$ cat src/rtl/dot_prod_sched_if.sv
// Host-side handshake bundle for dot_prod_sched: element-pair input stream and result output.
interface dot_prod_sched_if #(
    parameter int ADDR_W = 10,
    parameter int DATA_W = 27
);
    logic                     in_valid;
    logic                     in_ready;
    logic signed [DATA_W-1:0] in_a;
    logic signed [DATA_W-1:0] in_b;
    logic                     in_last;
    logic                     out_valid;
    logic                     out_ready;
    logic [63:0]              out_result;
    logic [ADDR_W:0]          out_len;
    logic [1:0]               out_err;

    modport master (
        output in_valid, in_a, in_b, in_last, out_ready,
        input  in_ready, out_valid, out_result, out_len, out_err
    );

    modport slave (
        input  in_valid, in_a, in_b, in_last, out_ready,
        output in_ready, out_valid, out_result, out_len, out_err
    );
endinterface

$ cat src/rtl/dot_prod_sched.sv
// Loads operand pairs into the core's arrays, starts the core, waits for done or timeout,
// and hands the result back to the host.
//
// state | meaning
// LOAD  | host owns arrays, accepting element pairs
// DRAIN | one cycle so the final registered write lands
// START | core owns arrays, r_enable pulse
// RUN   | waiting for w_enable, tcnt counting toward TIMEOUT
// DONE  | result presented until out_ready
module dot_prod_sched #(
    parameter int ADDR_W  = 10,
    parameter int DATA_W  = 27,
    parameter int TIMEOUT = 4096
) (
    input  logic              clk,
    input  logic              rst,
    dot_prod_sched_if.slave   host,
    output logic              busy,
    output logic              controlArr,
    output logic              controlArrWEnable_a,
    output logic              controlArrWEnable_b,
    output logic [ADDR_W-1:0] controlArrAddr_a,
    output logic [ADDR_W-1:0] controlArrAddr_b,
    output logic [DATA_W-1:0] controlArrWData_a,
    output logic [DATA_W-1:0] controlArrWData_b,
    output logic              r_enable,
    input  logic              w_enable,
    input  logic [63:0]       result,
    output logic [63:0]       init_i,
    output logic [63:0]       init_acc
);
    localparam int TCNT_W = $clog2(TIMEOUT + 1);

    typedef enum logic [2:0] {LOAD, DRAIN, START, RUN, DONE} state_t;

    state_t              state_q, state_d;
    logic [ADDR_W:0]     cnt_q;
    logic [TCNT_W-1:0]   tcnt_q;
    logic [1:0]          err_q;
    logic [63:0]         res_q;
    logic                we_q;
    logic [ADDR_W-1:0]   addr_q;
    logic [DATA_W-1:0]   wa_q, wb_q;

    logic accept, at_max, expire;

    assign accept = host.in_valid && (state_q == LOAD);
    // The last addressable slot forces the load to end even without in_last.
    assign at_max = (cnt_q == {1'b0, {ADDR_W{1'b1}}});
    assign expire = (tcnt_q == TCNT_W'(TIMEOUT - 1));

    always_ff @(posedge clk or posedge rst) begin
        if (rst) state_q <= LOAD;
        else     state_q <= state_d;
    end

    always_comb begin
        state_d     = state_q;
        host.in_ready  = 1'b0;
        host.out_valid = 1'b0;
        controlArr  = 1'b1;
        r_enable    = 1'b0;
        case (state_q)
            LOAD: begin
                host.in_ready = 1'b1;
                if (accept && (host.in_last || at_max)) state_d = DRAIN;
            end
            DRAIN: state_d = START;
            START: begin
                controlArr = 1'b0;
                r_enable   = 1'b1;
                state_d    = RUN;
            end
            RUN: begin
                controlArr = 1'b0;
                if (w_enable || expire) state_d = DONE;
            end
            DONE: begin
                host.out_valid = 1'b1;
                if (host.out_ready) state_d = LOAD;
            end
            default: state_d = LOAD;
        endcase
    end

    always_ff @(posedge clk or posedge rst) begin
        if (rst) begin
            cnt_q  <= '0;
            tcnt_q <= '0;
            err_q  <= '0;
            res_q  <= '0;
            we_q   <= 1'b0;
            addr_q <= '0;
            wa_q   <= '0;
            wb_q   <= '0;
        end else begin
            we_q <= accept;
            if (accept) begin
                addr_q <= cnt_q[ADDR_W-1:0];
                wa_q   <= host.in_a;
                wb_q   <= host.in_b;
                cnt_q  <= cnt_q + 1'b1;
                if (!host.in_last && at_max) err_q[0] <= 1'b1;
            end
            if (state_q == RUN) begin
                tcnt_q <= tcnt_q + 1'b1;
                // A done strobe on the expiry cycle still counts as success.
                if (w_enable) begin
                    res_q <= result;
                end else if (expire) begin
                    res_q    <= '0;
                    err_q[1] <= 1'b1;
                end
            end
            if (state_q == DONE && host.out_ready) begin
                cnt_q  <= '0;
                tcnt_q <= '0;
                err_q  <= '0;
            end
        end
    end

    assign busy                = (state_q != LOAD) || (cnt_q != '0);
    assign controlArrWEnable_a = we_q;
    assign controlArrWEnable_b = we_q;
    assign controlArrAddr_a    = addr_q;
    assign controlArrAddr_b    = addr_q;
    assign controlArrWData_a   = wa_q;
    assign controlArrWData_b   = wb_q;
    assign init_i              = '0;
    assign init_acc            = '0;
    assign host.out_result     = res_q;
    assign host.out_len        = cnt_q;
    assign host.out_err        = err_q;
endmodule

$ cat src/flat_wrapper.sv
// flat-port wrapper written by rule: the top's interface ports become plain ports
module dot_prod_sched_flat 
#(
    parameter int ADDR_W  = 10,
    parameter int DATA_W  = 27,
    parameter int TIMEOUT = 4096
)
  (clk, rst, busy, controlArr, controlArrWEnable_a, controlArrWEnable_b, controlArrAddr_a, controlArrAddr_b, controlArrWData_a, controlArrWData_b, r_enable, w_enable, result, init_i, init_acc, host_in_valid, host_in_a, host_in_b, host_in_last, host_out_ready, host_in_ready, host_out_valid, host_out_result, host_out_len, host_out_err);
  dot_prod_sched_if #(.ADDR_W(ADDR_W), .DATA_W(DATA_W)) host_i ();
  input  logic clk;
  input  logic rst;
  output logic busy;
  output logic controlArr;
  output logic controlArrWEnable_a;
  output logic controlArrWEnable_b;
  output logic [ADDR_W-1:0] controlArrAddr_a;
  output logic [ADDR_W-1:0] controlArrAddr_b;
  output logic [DATA_W-1:0] controlArrWData_a;
  output logic [DATA_W-1:0] controlArrWData_b;
  output logic r_enable;
  input  logic w_enable;
  input  logic [63:0] result;
  output logic [63:0] init_i;
  output logic [63:0] init_acc;
  input wire logic [$bits(host_i.in_valid)-1:0] host_in_valid;
  input wire logic [$bits(host_i.in_a)-1:0] host_in_a;
  input wire logic [$bits(host_i.in_b)-1:0] host_in_b;
  input wire logic [$bits(host_i.in_last)-1:0] host_in_last;
  input wire logic [$bits(host_i.out_ready)-1:0] host_out_ready;
  output wire logic [$bits(host_i.in_ready)-1:0] host_in_ready;
  output wire logic [$bits(host_i.out_valid)-1:0] host_out_valid;
  output wire logic [$bits(host_i.out_result)-1:0] host_out_result;
  output wire logic [$bits(host_i.out_len)-1:0] host_out_len;
  output wire logic [$bits(host_i.out_err)-1:0] host_out_err;
  assign host_i.in_valid = host_in_valid;
  assign host_i.in_a = host_in_a;
  assign host_i.in_b = host_in_b;
  assign host_i.in_last = host_in_last;
  assign host_i.out_ready = host_out_ready;
  assign host_in_ready = host_i.in_ready;
  assign host_out_valid = host_i.out_valid;
  assign host_out_result = host_i.out_result;
  assign host_out_len = host_i.out_len;
  assign host_out_err = host_i.out_err;
  dot_prod_sched #(.ADDR_W(ADDR_W), .DATA_W(DATA_W), .TIMEOUT(TIMEOUT)) u_core (.clk(clk), .rst(rst), .host(host_i), .busy(busy), .controlArr(controlArr), .controlArrWEnable_a(controlArrWEnable_a), .controlArrWEnable_b(controlArrWEnable_b), .controlArrAddr_a(controlArrAddr_a), .controlArrAddr_b(controlArrAddr_b), .controlArrWData_a(controlArrWData_a), .controlArrWData_b(controlArrWData_b), .r_enable(r_enable), .w_enable(w_enable), .result(result), .init_i(init_i), .init_acc(init_acc));
endmodule
$ cat config.mk
export PLATFORM = sky130hd
export DESIGN_NAME = dot_prod_sched_flat
export DESIGN_NICKNAME = d
export VERILOG_FILES = /design/src/rtl/dot_prod_sched_if.sv /design/src/rtl/dot_prod_sched.sv /design/src/flat_wrapper.sv
export SDC_FILE = /design/constraint.sdc
export NUM_CORES = 1
export LEC_CHECK = 0
export CAP_MARGIN = 20
export CORE_AREA = 4 4 158 160
export DETAILED_ROUTE_END_ITERATION = 8
export DIE_AREA = 0 0 162 164
export PLACE_DENSITY = 0.78
export SLEW_MARGIN = 40
export SYNTH_ARGS = -nofsm -noshare
export SYNTH_HDL_FRONTEND = slang
export SYNTH_SLANG_ARGS = --single-unit
$ cat constraint.sdc
create_clock -name clk -period 8.2 [get_ports clk]
set_clock_uncertainty 0.2 [all_clocks]
set_input_delay 1.64 -clock clk [delete_from_list [all_inputs] [get_ports clk]]
set_output_delay 1.64 -clock clk [all_outputs]
set_load 0.1 [all_outputs]
=== After elaboration in Yosys (flattened, before gate mapping) ===
Cells that the tools add are included.

* Output and inout bits: 286
* Register bits after elaboration: 158
* Input bits: 124
* Word-level logic and storage cells: 63

* Reductions and logical operators: 21
* Eq/ne operators: 10
* Multiplexer cells: 20
* Add/subtract/negate cells: 2

{| class="wikitable"
|+ Operators with widths
! kind !! number
|-
| 64-bit 2-to-1 mux || 2
|-
| 13-bit 2-to-1 mux || 2
|-
| 11-bit 2-to-1 mux || 2
|-
| 3-bit case mux with 5 select lines || 1
|-
| 13-bit by 1-bit adder with 13-bit output, second input constant || 1
|-
| 13-bit by 12-bit == test with 1-bit output, second input constant || 1
|-
| 11-bit by 1-bit adder with 11-bit output, second input constant || 1
|-
| 11-bit by 10-bit == test with 1-bit output, second input constant || 1
|-
| 11-bit nonzero test || 1
|-
| 2-bit nonzero test || 5
|-
| 1-bit 2-to-1 mux || 9
|-
| 3-bit 2-to-1 mux || 3
|-
| 3-bit by 2-bit == test with 1-bit output, second input constant || 2
|-
| 3-bit AND reduction || 2
|-
| 1-bit logical AND || 4
|-
| 2-bit by 1-bit inequality test with 1-bit output, second input constant || 2
|-
| 2-bit inequality test, second input constant || 2
|-
| 2-bit AND reduction || 2
|-
| 3-bit by 1-bit == test with 1-bit output, second input constant || 1
|-
| 3-bit == test, second input constant || 1
|-
| 3-bit logical NOT || 1
|-
| 1-bit logical OR || 3
|-
| 3-bit nonzero test || 1
|-
| 2-bit 2-to-1 mux || 1
|-
| other kinds (2) || 2
|}

=== Longest topological paths before layout ===
Gate-level depths: netlist of the first run.

* Word-level depth: 5
* Gate-level depth with buffers: 7
* Depth with buffers taken out: 5

=== Worst setup path before layout of the first run ===
No wires, ideal clock.

* Path kind: register -> output
* Start point: register u_core.state_q[2]
* End point: output busy
* Data required time: 6,360 ps
* Slack: 2,005 ps
* Cell stages (with the launch flop): 4
* Arrival: 4,355 ps
* Cells stage by stage: dfrtp_1 clkbuf_1 nor3_1 nand4_1

* Longest elaborated chain between the ends: 2

{| class="wikitable"
|+ RTL lines
! item !! RTL line !! text
|-
| start, declared || dot_prod_sched.sv:36 || <nowiki>state_t state_q, state_d;</nowiki>
|-
| start signal, assigned || dot_prod_sched.sv:54 || <nowiki>else state_q <= state_d;</nowiki>
|-
| 3-bit nonzero test || dot_prod_sched.sv:123 || <nowiki>assign busy = (state_q != LOAD) || (cnt_q != '0);</nowiki>
|-
| 1-bit logical OR || dot_prod_sched.sv:123 ||
|-
| end, declared || flat_wrapper.sv:12 || <nowiki>output logic busy;</nowiki>
|}

No other way between the ends.

=== Worst setup path in the final report of the first run ===
* Start point: input host_in_valid
* End point: register u_core.wb_q[2] (netlist: u_core.controlArrWData_b[2])

* Longest elaborated chain between the ends: 1

{| class="wikitable"
|+ RTL lines
! item !! RTL line !! text
|-
| start, declared || flat_wrapper.sv:25 || <nowiki>input wire logic [$bits(host_i.in_valid)-1:0] host_in_valid;</nowiki>
|-
| 1-bit logical AND || dot_prod_sched.sv:47 || <nowiki>assign accept = host.in_valid && (state_q == LOAD);</nowiki>
|-
| end signal, assigned || dot_prod_sched.sv:101 || <nowiki>wb_q <= host.in_b;</nowiki>
|-
| end, declared || dot_prod_sched.sv:43 || <nowiki>logic [DATA_W-1:0] wa_q, wb_q;</nowiki>
|}

No other way between the ends.
A chain may end at the register's enable or synchronous reset.

==> flow_summary.rst, run 1 <==
.. list-table::
   :header-rows: 1

   * - Metric
     - Value
   * - Status
     - complete, no violations
   * - CTS-repair resized insts
     - 0
   * - Share of the synthesized area in the top cell type
     - 54.58%
   * - Maximum buffer depth of the clock tree
     - 2
   * - Required time at the worst-slack endpoint
     - 8290 ps
   * - Worst slew pin tran
     - 775.3 ps
   * - Worst-case headroom to the max-slew limit
     - 48.31%
   * - Inserted Clock Buffers
     - 17
   * - Filler cell count
     - 2253
   * - Avg Synthesized Cell Area
     - 12.56 um2
   * - Via count of the routed design
     - 5030
   * - Final critical delay including setup and external delays
     - 3790 ps
   * - Router iterations before antenna repair
     - 4
   * - Port bufs
     - 281
   * - Top FF cell, synth
     - sky130_fd_sc_hd__dfrtp_1
   * - DR vias/cell
     - 4.281
   * - Levels on crit path
     - 5
   * - Cell Rows
     - 56
   * - Worst setup path end
     - u_core.controlArrWData_b[2]
   * - Root Buffer Master
     - sky130_fd_sc_hd__clkbuf_16
   * - Area leader, netlist
     - sky130_fd_sc_hd__dfrtp_1
   * - CP Cell Sequence
     - clkdlybuf4s50_1 -> nor4b_4 -> buf_6 -> buf_4 -> mux2_2
   * - DR iter-0 viols
     - 236
   * - Post-layout net count
     - 970
   * - Largest net degree at the start of global routing
     - 96
   * - Cell count after synthesis
     - 577
   * - Ys Warns
     - 0
   * - Global-route wire length before repair
     - 27790 um
   * - Chip width
     - 162 um
   * - Clock-pin slew on the worst setup and hold paths
     - 70 ps
   * - Number of pins exceeding their max-slew limit in the final report
     - 0
   * - Post-synthesis instance area
     - 0.007244 mm2
   * - Count of distinct cell types in the synthesized netlist
     - 43
   * - Placeable Area
     - 0.02340 mm2
   * - CTS sink count
     - 158
   * - Number of flops mapped to enable cells by yosys
     - 0
   * - Most common library cells after synthesis
     - sky130_fd_sc_hd__dfrtp_1, sky130_fd_sc_hd__buf_4, sky130_fd_sc_hd__a22o_1, sky130_fd_sc_hd__mux2_2, sky130_fd_sc_hd__nor2_1
   * - Final HPWL from detailed placement
     - 13840 um
   * - N_diodes
     - 0
   * - Terminus of the critical flop-to-flop path
     - u_core.controlArrWData_b[2]
   * - Portion of the post-synthesis area used by sequential elements
     - 54.58%
   * - Antenna viol nets, final
     - 0
   * - Vertical die dimension
     - 164 um
   * - Drt total wl
     - 18550 um
   * - Count of buffering cells on the critical path with inverters included
     - 3
   * - Leftover overflow at the end of global routing
     - 0
   * - Top cells by area, synth
     - sky130_fd_sc_hd__dfrtp_1, sky130_fd_sc_hd__buf_4, sky130_fd_sc_hd__mux2_2
   * - Final Wtd Congestion
     - 0.7734
   * - Number of global-route vias before repair
     - 4926
   * - Antenna violations before repair
     - 0
   * - Final setup violating endpoints
     - 0
   * - PnR worst setup slack
     - 4410 ps
   * - Slack of the worst reg-to-reg path
     - 5530 ps
   * - Top Ports
     - 410
   * - Synthesis-to-layout area growth
     - 32.18%
   * - Data arrival time of the critical path
     - 3880 ps
   * - Number of synthesized register bits
     - 158
   * - Initial cell density of the core
     - 30.96%
   * - Proportion of layout cells with a drive suffix above 1
     - 31.07%
   * - Sequential cell area
     - 0.003954 mm2
   * - Slowest cell delay on critical path
     - 600 ps
   * - Classification of the worst-slack hold path
     - reg2reg
   * - WS Path Type
     - in2reg
   * - DIE AREA
     - 0.02657 mm2
   * - Number of hold-repair buffers added at the cts stage
     - 0
   * - Clock Latency Late Sink
     - 410 ps
   * - Worst Setup End Kind
     - flop
   * - Startpoint type of the worst setup path
     - primary input
   * - Number of endpoints with negative hold slack in the final report
     - 0
   * - Most frequently used cell type in the post-synthesis netlist
     - sky130_fd_sc_hd__dfrtp_1
   * - Multi-input logic area
     - 0.002535 mm2
   * - Timing-limited maximum frequency
     - 0.2639 GHz
   * - CTS tree
     - built
   * - Unrepaired setup endpoints after global routing
     - no
   * - RR Startpoint
     - u_core.state_q[0]
   * - # H-tree levels
     - 4
   * - Cell at the slowest stage of the critical path
     - sky130_fd_sc_hd__buf_4
   * - Total DRC errors in the routed layout
     - 0
   * - R2R depth
     - 4
   * - Critical Path Start
     - host_in_valid
   * - Tot GR Track Use
     - 13.26%
   * - Number of maximum-capacitance violations
     - 0
   * - Largest driver fanout on the critical path
     - 61
   * - Post-CTS setup repair buffer count
     - 0
   * - Fraction of registers with async set or reset after synthesis
     - 100.0%
   * - Average wire per standard cell
     - 15.79 um
   * - Post-route fraction of the period consumed by the critical path
     - 46.22%
   * - Setup WS pre-CTS
     - 3950 ps
   * - Total negative slack for setup checks
     - 0 ps
   * - Worst path top cell family by delay
     - buffers and inverters
[placed cells by master (no fill, tap or decap), types with 2 or more instances in the layout]
master,instances
sky130_fd_sc_hd__clkinvlp_4,2
sky130_fd_sc_hd__or3_1,2
sky130_fd_sc_hd__inv_1,5
sky130_fd_sc_hd__xor2_1,7
sky130_fd_sc_hd__dfrtp_1,158
sky130_fd_sc_hd__xnor2_1,7
sky130_fd_sc_hd__a21oi_1,6
sky130_fd_sc_hd__inv_6,4
sky130_fd_sc_hd__o21a_1,2
sky130_fd_sc_hd__clkdlybuf4s50_1,123
sky130_fd_sc_hd__nor4_1,4
sky130_fd_sc_hd__conb_1,128
sky130_fd_sc_hd__o211ai_1,2
sky130_fd_sc_hd__nand3b_1,2
sky130_fd_sc_hd__ha_1,3
sky130_fd_sc_hd__and2_1,2
sky130_fd_sc_hd__nand2_1,10
sky130_fd_sc_hd__a22o_1,64
sky130_fd_sc_hd__nor3_1,5
sky130_fd_sc_hd__buf_4,3
sky130_fd_sc_hd__o21ai_0,5
sky130_fd_sc_hd__mux2_2,64
sky130_fd_sc_hd__inv_8,5
sky130_fd_sc_hd__clkbuf_16,17
sky130_fd_sc_hd__clkinv_2,2
sky130_fd_sc_hd__buf_2,158
sky130_fd_sc_hd__or4_1,2
sky130_fd_sc_hd__nor2_1,21
sky130_fd_sc_hd__nand4_1,7
sky130_fd_sc_hd__nand3_1,12
sky130_fd_sc_hd__nand2b_1,2
sky130_fd_sc_hd__and3_1,2
sky130_fd_sc_hd__buf_6,2
[metal layers]
| layer | global-route usage [%] | wire [um] | share of wire, % |
|---|---|---|---|
| met5 | 0 | 0 | 0 |
| met4 | 3.845 | 303 | 1.6 |
| met3 | 4.166 | 1465 | 7.9 |
| met2 | 23.42 | 9786 | 53 |
| met1 | 15.54 | 6998 | 38 |
[flip-flops by register name, indices dropped and copies added (netlist names)]
register	flops
u_core.controlArrWData_b	27
u_core.controlArrWData_a	27
u_core.state_q	3
u_core.host.out_err	2
u_core.controlArrAddr_a	10
u_core.host.out_result	64
u_core.host.out_len	11
u_core.controlArrWEnable_a	1
u_core.tcnt_q	13
[kinds of logic (layout without fill, tap and decap cells)]
family                   after synthesis  count (layout)  synth area share [%]
buffers and inverters                172             324                 17.20
AND/OR/NAND/NOR                       80              80                 6.166
other                                  1             128               0.05176
adder cells (fa/ha/maj)                3               3                0.5182
AO/OA/AOI/OAI                         85              85                 9.845
XOR/XNOR                              14              14                 1.693
flip-flops                           158             158                 54.58
multiplexers                          64              64                 9.948
[stage by stage]
step	utilization [%]	instance area [um2]	hold slack, ps	cells
after floorplan	-	7721	256.8	704
after global placement	41.70	9758	281.7	1142
after detailed placement	38.38	8981	276.0	1143
after CTS	40.90	9572	291.8	1175
after global routing	40.92	9575	311.5	1175
final	40.92	9575	292.5	1175
[how the worst min path moves through the flow]
stage	startpoint	endpoint	slack, ps	depth (start not counted)
6_report	u_core.host.out_result[0]	u_core.host.out_result[0]	290	1
5_1_grt	u_core.host.out_result[22]	u_core.host.out_result[22]	310	1
4_1_cts	u_core.tcnt_q[11]	u_core.tcnt_q[11]	290	1
3_5_place_dp	u_core.host.out_result[19]	u_core.host.out_result[19]	280	1
3_3_place_gp	u_core.host.out_result[39]	u_core.host.out_result[39]	280	1
2_1_floorplan	u_core.tcnt_q[11]	u_core.tcnt_q[11]	260	1
[worst reg2reg max path, stage by stage, from the launching register on]
cell                      delay (ps)
sky130_fd_sc_hd__dfrtp_1         510
sky130_fd_sc_hd__nor4b_4         570
sky130_fd_sc_hd__buf_6           220
sky130_fd_sc_hd__buf_4           600
sky130_fd_sc_hd__mux2_2          460
[final cells by class]
type	count	area share (%)
clock inverter	14	1.581
clock buffer	18	4.586
multi-input combinational	374	26.47
timing repair buffer	286	21.59
tap	319	4.168
inverter	6	0.3136
sequential	158	41.29
Power of run 1 is not shown: default switching activity piles up to over one toggle a cycle in this logic, so the estimate is an artifact.
==> run 2: changes to the inputs <==
--- a/config.mk
+++ b/config.mk
@@ -6,10 +6,11 @@
 export NUM_CORES = 1
 export LEC_CHECK = 0
 export CAP_MARGIN = 20
-export CORE_AREA = 4 4 158 160
+export CORE_ASPECT_RATIO = 0.7
+export CORE_MARGIN = 4
+export CORE_UTILIZATION = 35
 export DETAILED_ROUTE_END_ITERATION = 8
-export DIE_AREA = 0 0 162 164
-export PLACE_DENSITY = 0.78
+export PLACE_DENSITY = 0.88
 export SLEW_MARGIN = 40
 export SYNTH_ARGS = -nofsm -noshare
 export SYNTH_HDL_FRONTEND = slang
==> constraint.sdc (replaced) <==
create_clock -name clk -period 3.1 [get_ports clk]
set_clock_uncertainty 0.2 [all_clocks]
set_input_delay 0.62 -clock clk [delete_from_list [all_inputs] [get_ports clk]]
set_output_delay 0.62 -clock clk [all_outputs]
set_load 0.1 [all_outputs]
==> run 2 against run 1 <==
Worst setup slack worse by 4000 ps; die area down 13%; wire length up 5.1%; sequential cell count unchanged; register-to-register slack worse by 4800 ps; first-iteration DRC count down 4.7%; largest cell class unchanged; via count up 1.3%; final cell count down 3.7%.
==> flow_summary.rst, run 2 (synthesis gave the netlist of run 1 again) <==
.. list-table::
   :header-rows: 1

   * - Metric
     - Value
   * - Unrepaired setup endpoints after global routing
     - no (unchanged)
   * - Leftover overflow at the end of global routing
     - 0 (unchanged)
   * - Timing-limited maximum frequency
     - 0.3784 GHz
   * - PnR worst setup slack
     - 457.2 ps (was 4410 ps)
   * - Final critical delay including setup and external delays
     - 2643 ps
   * - Drt total wl
     - 19500 um (was 18550 um)
   * - Final Util
     - 50.02% (was 40.92%)
   * - DR vias/cell
     - 4.499 (was 4.281)
   * - Classification of the worst-slack hold path
     - reg2reg (unchanged)
   * - Leading cell type in the layout, fill and taps excluded
     - sky130_fd_sc_hd__buf_4
   * - Number of global-route vias before repair
     - 5216 (was 4926)
   * - Vertical die dimension
     - 128.4 um (was 164 um)
   * - Slack of the worst reg-to-reg path
     - 730 ps (was 5530 ps)
   * - Largest net degree at the start of global routing
     - 84 (was 96)
   * - CTS tree
     - built (unchanged)
   * - Required time at the worst-slack endpoint
     - 2280 ps (was 8290 ps)
   * - Final Wtd Congestion
     - 0.7987 (was 0.7734)
   * - Average wire per standard cell
     - 17.22 um (was 15.79 um)
   * - Maximum buffer depth of the clock tree
     - 2 (unchanged)
   * - Number of endpoints with negative hold slack in the final report
     - 0 (unchanged)
   * - Final HPWL from detailed placement
     - 14980 um (was 13840 um)
   * - Inserted Clock Buffers
     - 17 (unchanged)
   * - Antenna viol nets, final
     - 0 (unchanged)
   * - Data arrival time of the critical path
     - 1820 ps (was 3880 ps)
   * - Proportion of layout cells with a drive suffix above 1
     - 31.55% (was 31.07%)
   * - Most used cells in the layout excluding fill and tap cells
     - sky130_fd_sc_hd__buf_4, sky130_fd_sc_hd__dfrtp_1, sky130_fd_sc_hd__conb_1, sky130_fd_sc_hd__clkdlybuf4s50_1 (was sky130_fd_sc_hd__buf_2, sky130_fd_sc_hd__dfrtp_1, sky130_fd_sc_hd__conb_1, sky130_fd_sc_hd__clkdlybuf4s50_1)
   * - Worst Setup End Kind
     - output pin (was flop)
   * - WS Path Type
     - reg2out (was in2reg)
   * - CTS-repair resized insts
     - 0 (unchanged)
   * - Max FFs per register
     - 64 (unchanged)
   * - Global-route wire length before repair
     - 29380 um (was 27790 um)
   * - Post-CTS setup repair buffer count
     - 0 (unchanged)
   * - Number of pins exceeding their max-slew limit in the final report
     - 0 (unchanged)
   * - Final setup violating endpoints
     - 0 (unchanged)
   * - Worst slew pin tran
     - 754.5 ps (was 775.3 ps)
   * - Router iterations before antenna repair
     - 4 (unchanged)
   * - Port bufs
     - 281 (unchanged)
   * - Post-route fraction of the period consumed by the critical path
     - 85.25%
   * - Tot GR Track Use
     - 16.12% (was 13.26%)
   * - Synthesis-to-layout area growth
     - 38.55% (was 32.18%)
   * - Cell Rows
     - 43 (was 56)
   * - Clock Latency Late Sink
     - 420 ps (was 410 ps)
   * - Status
     - complete, no violations (unchanged)
   * - Via count of the routed design
     - 5093 (was 5030)
   * - Root Buffer Master
     - sky130_fd_sc_hd__clkbuf_16 (unchanged)
   * - DIE AREA
     - 0.02310 mm2 (was 0.02657 mm2)
   * - Number of maximum-capacitance violations
     - 0 (unchanged)
   * - Chip width
     - 180.0 um (was 162 um)
   * - Final hold slack
     - 300.4 ps (was 292.5 ps)
   * - Post-layout net count
     - 976 (was 970)
   * - Largest driver fanout on the critical path
     - 9 (was 61)
   * - Total DRC errors in the routed layout
     - 0 (unchanged)
   * - Clock-pin slew on the worst setup and hold paths
     - 70 ps (about the same)
   * - Placeable Area
     - 0.02007 mm2 (was 0.02340 mm2)
   * - DR iter-0 viols
     - 225 (was 236)
   * - Filler cell count
     - 1741 (was 2253)
   * - CTS sink count
     - 158 (unchanged)
   * - Antenna violations before repair
     - 0 (unchanged)
   * - Startpoint type of the worst setup path
     - flop (was primary input)
   * - Initial cell density of the core
     - 36.10% (was 30.96%)
   * - N_diodes
     - 0 (unchanged)
   * - Number of hold-repair buffers added at the cts stage
     - 0 (unchanged)
   * - Worst-case headroom to the max-slew limit
     - 49.70% (was 48.31%)
   * - # H-tree levels
     - 4 (unchanged)
   * - Setup WS pre-CTS
     - 442.5 ps (was 3950 ps)
   * - Top Ports
     - 410 (unchanged)
-- run 2: cell types whose count changed in the layout (fill, tap and decap cells not counted), sizes merged --
cell    delta
inv        -3
buf        +6
clkinv     +2
bufinv     +1
-- run 2: worst paths after layout --
check / end / start / cells past startpoint
max: host_out_valid / u_core.state_q[0] / 4
min: u_core.host.out_err[0] / u_core.host.out_err[0] / 1
max reg2reg: u_core.host.out_result[47] / u_core.tcnt_q[7] / 5
min reg2reg: u_core.host.out_err[0] / u_core.host.out_err[0] / 1
max in group asynchronous: u_core.host.out_result[6] / rst / 3
min in group asynchronous: u_core.controlArrWData_a[10] / rst / 2
-- run 2: area by class of cell --
cell class / instances / area (um2) / area share [%]
Sequential cell: 158 / 3954 / 39.39
Timing Repair Buffer: 292 / 2575 / 25.65
Multi-Input combinational cell: 374 / 2540 / 25.31
Clock buffer: 18 / 429.2 / 4.276
Tap cell: 270 / 337.8 / 3.366
Clock inverter: 14 / 175.2 / 1.745
Inverter: 6 / 26.28 / 0.2618
-- run 2: critical path, cell delays in order, from the launching register on --
cell                      delay [ps]
sky130_fd_sc_hd__dfrtp_1         520
sky130_fd_sc_hd__nor2_1          330
sky130_fd_sc_hd__nand2_1         150
sky130_fd_sc_hd__inv_1           110
sky130_fd_sc_hd__buf_4           290
-- run 2: per-stage QoR --
stage	TNS (ps)	instances	cell area, um2
2_1_floorplan	-1292	704	7730
3_3_place_gp	0	1100	9433
3_5_place_dp	0	1100	9433
4_1_cts	0	1132	10040
5_1_grt	0	1132	10040
6_report	0	1132	10040
-- run 2: layer usage --
layer	wire length [um]	GRT usage, %	vias to the layer above	part of all wire (%)
met2	9836	26.84	230	50
met4	413	5.464	0	2.1
met1	7588	19.71	2531	39
met5	0	0	-	0
met3	1659	5.849	30	8.5
li1	-	-	2302	-
Power of run 2 is left out for the same reason.
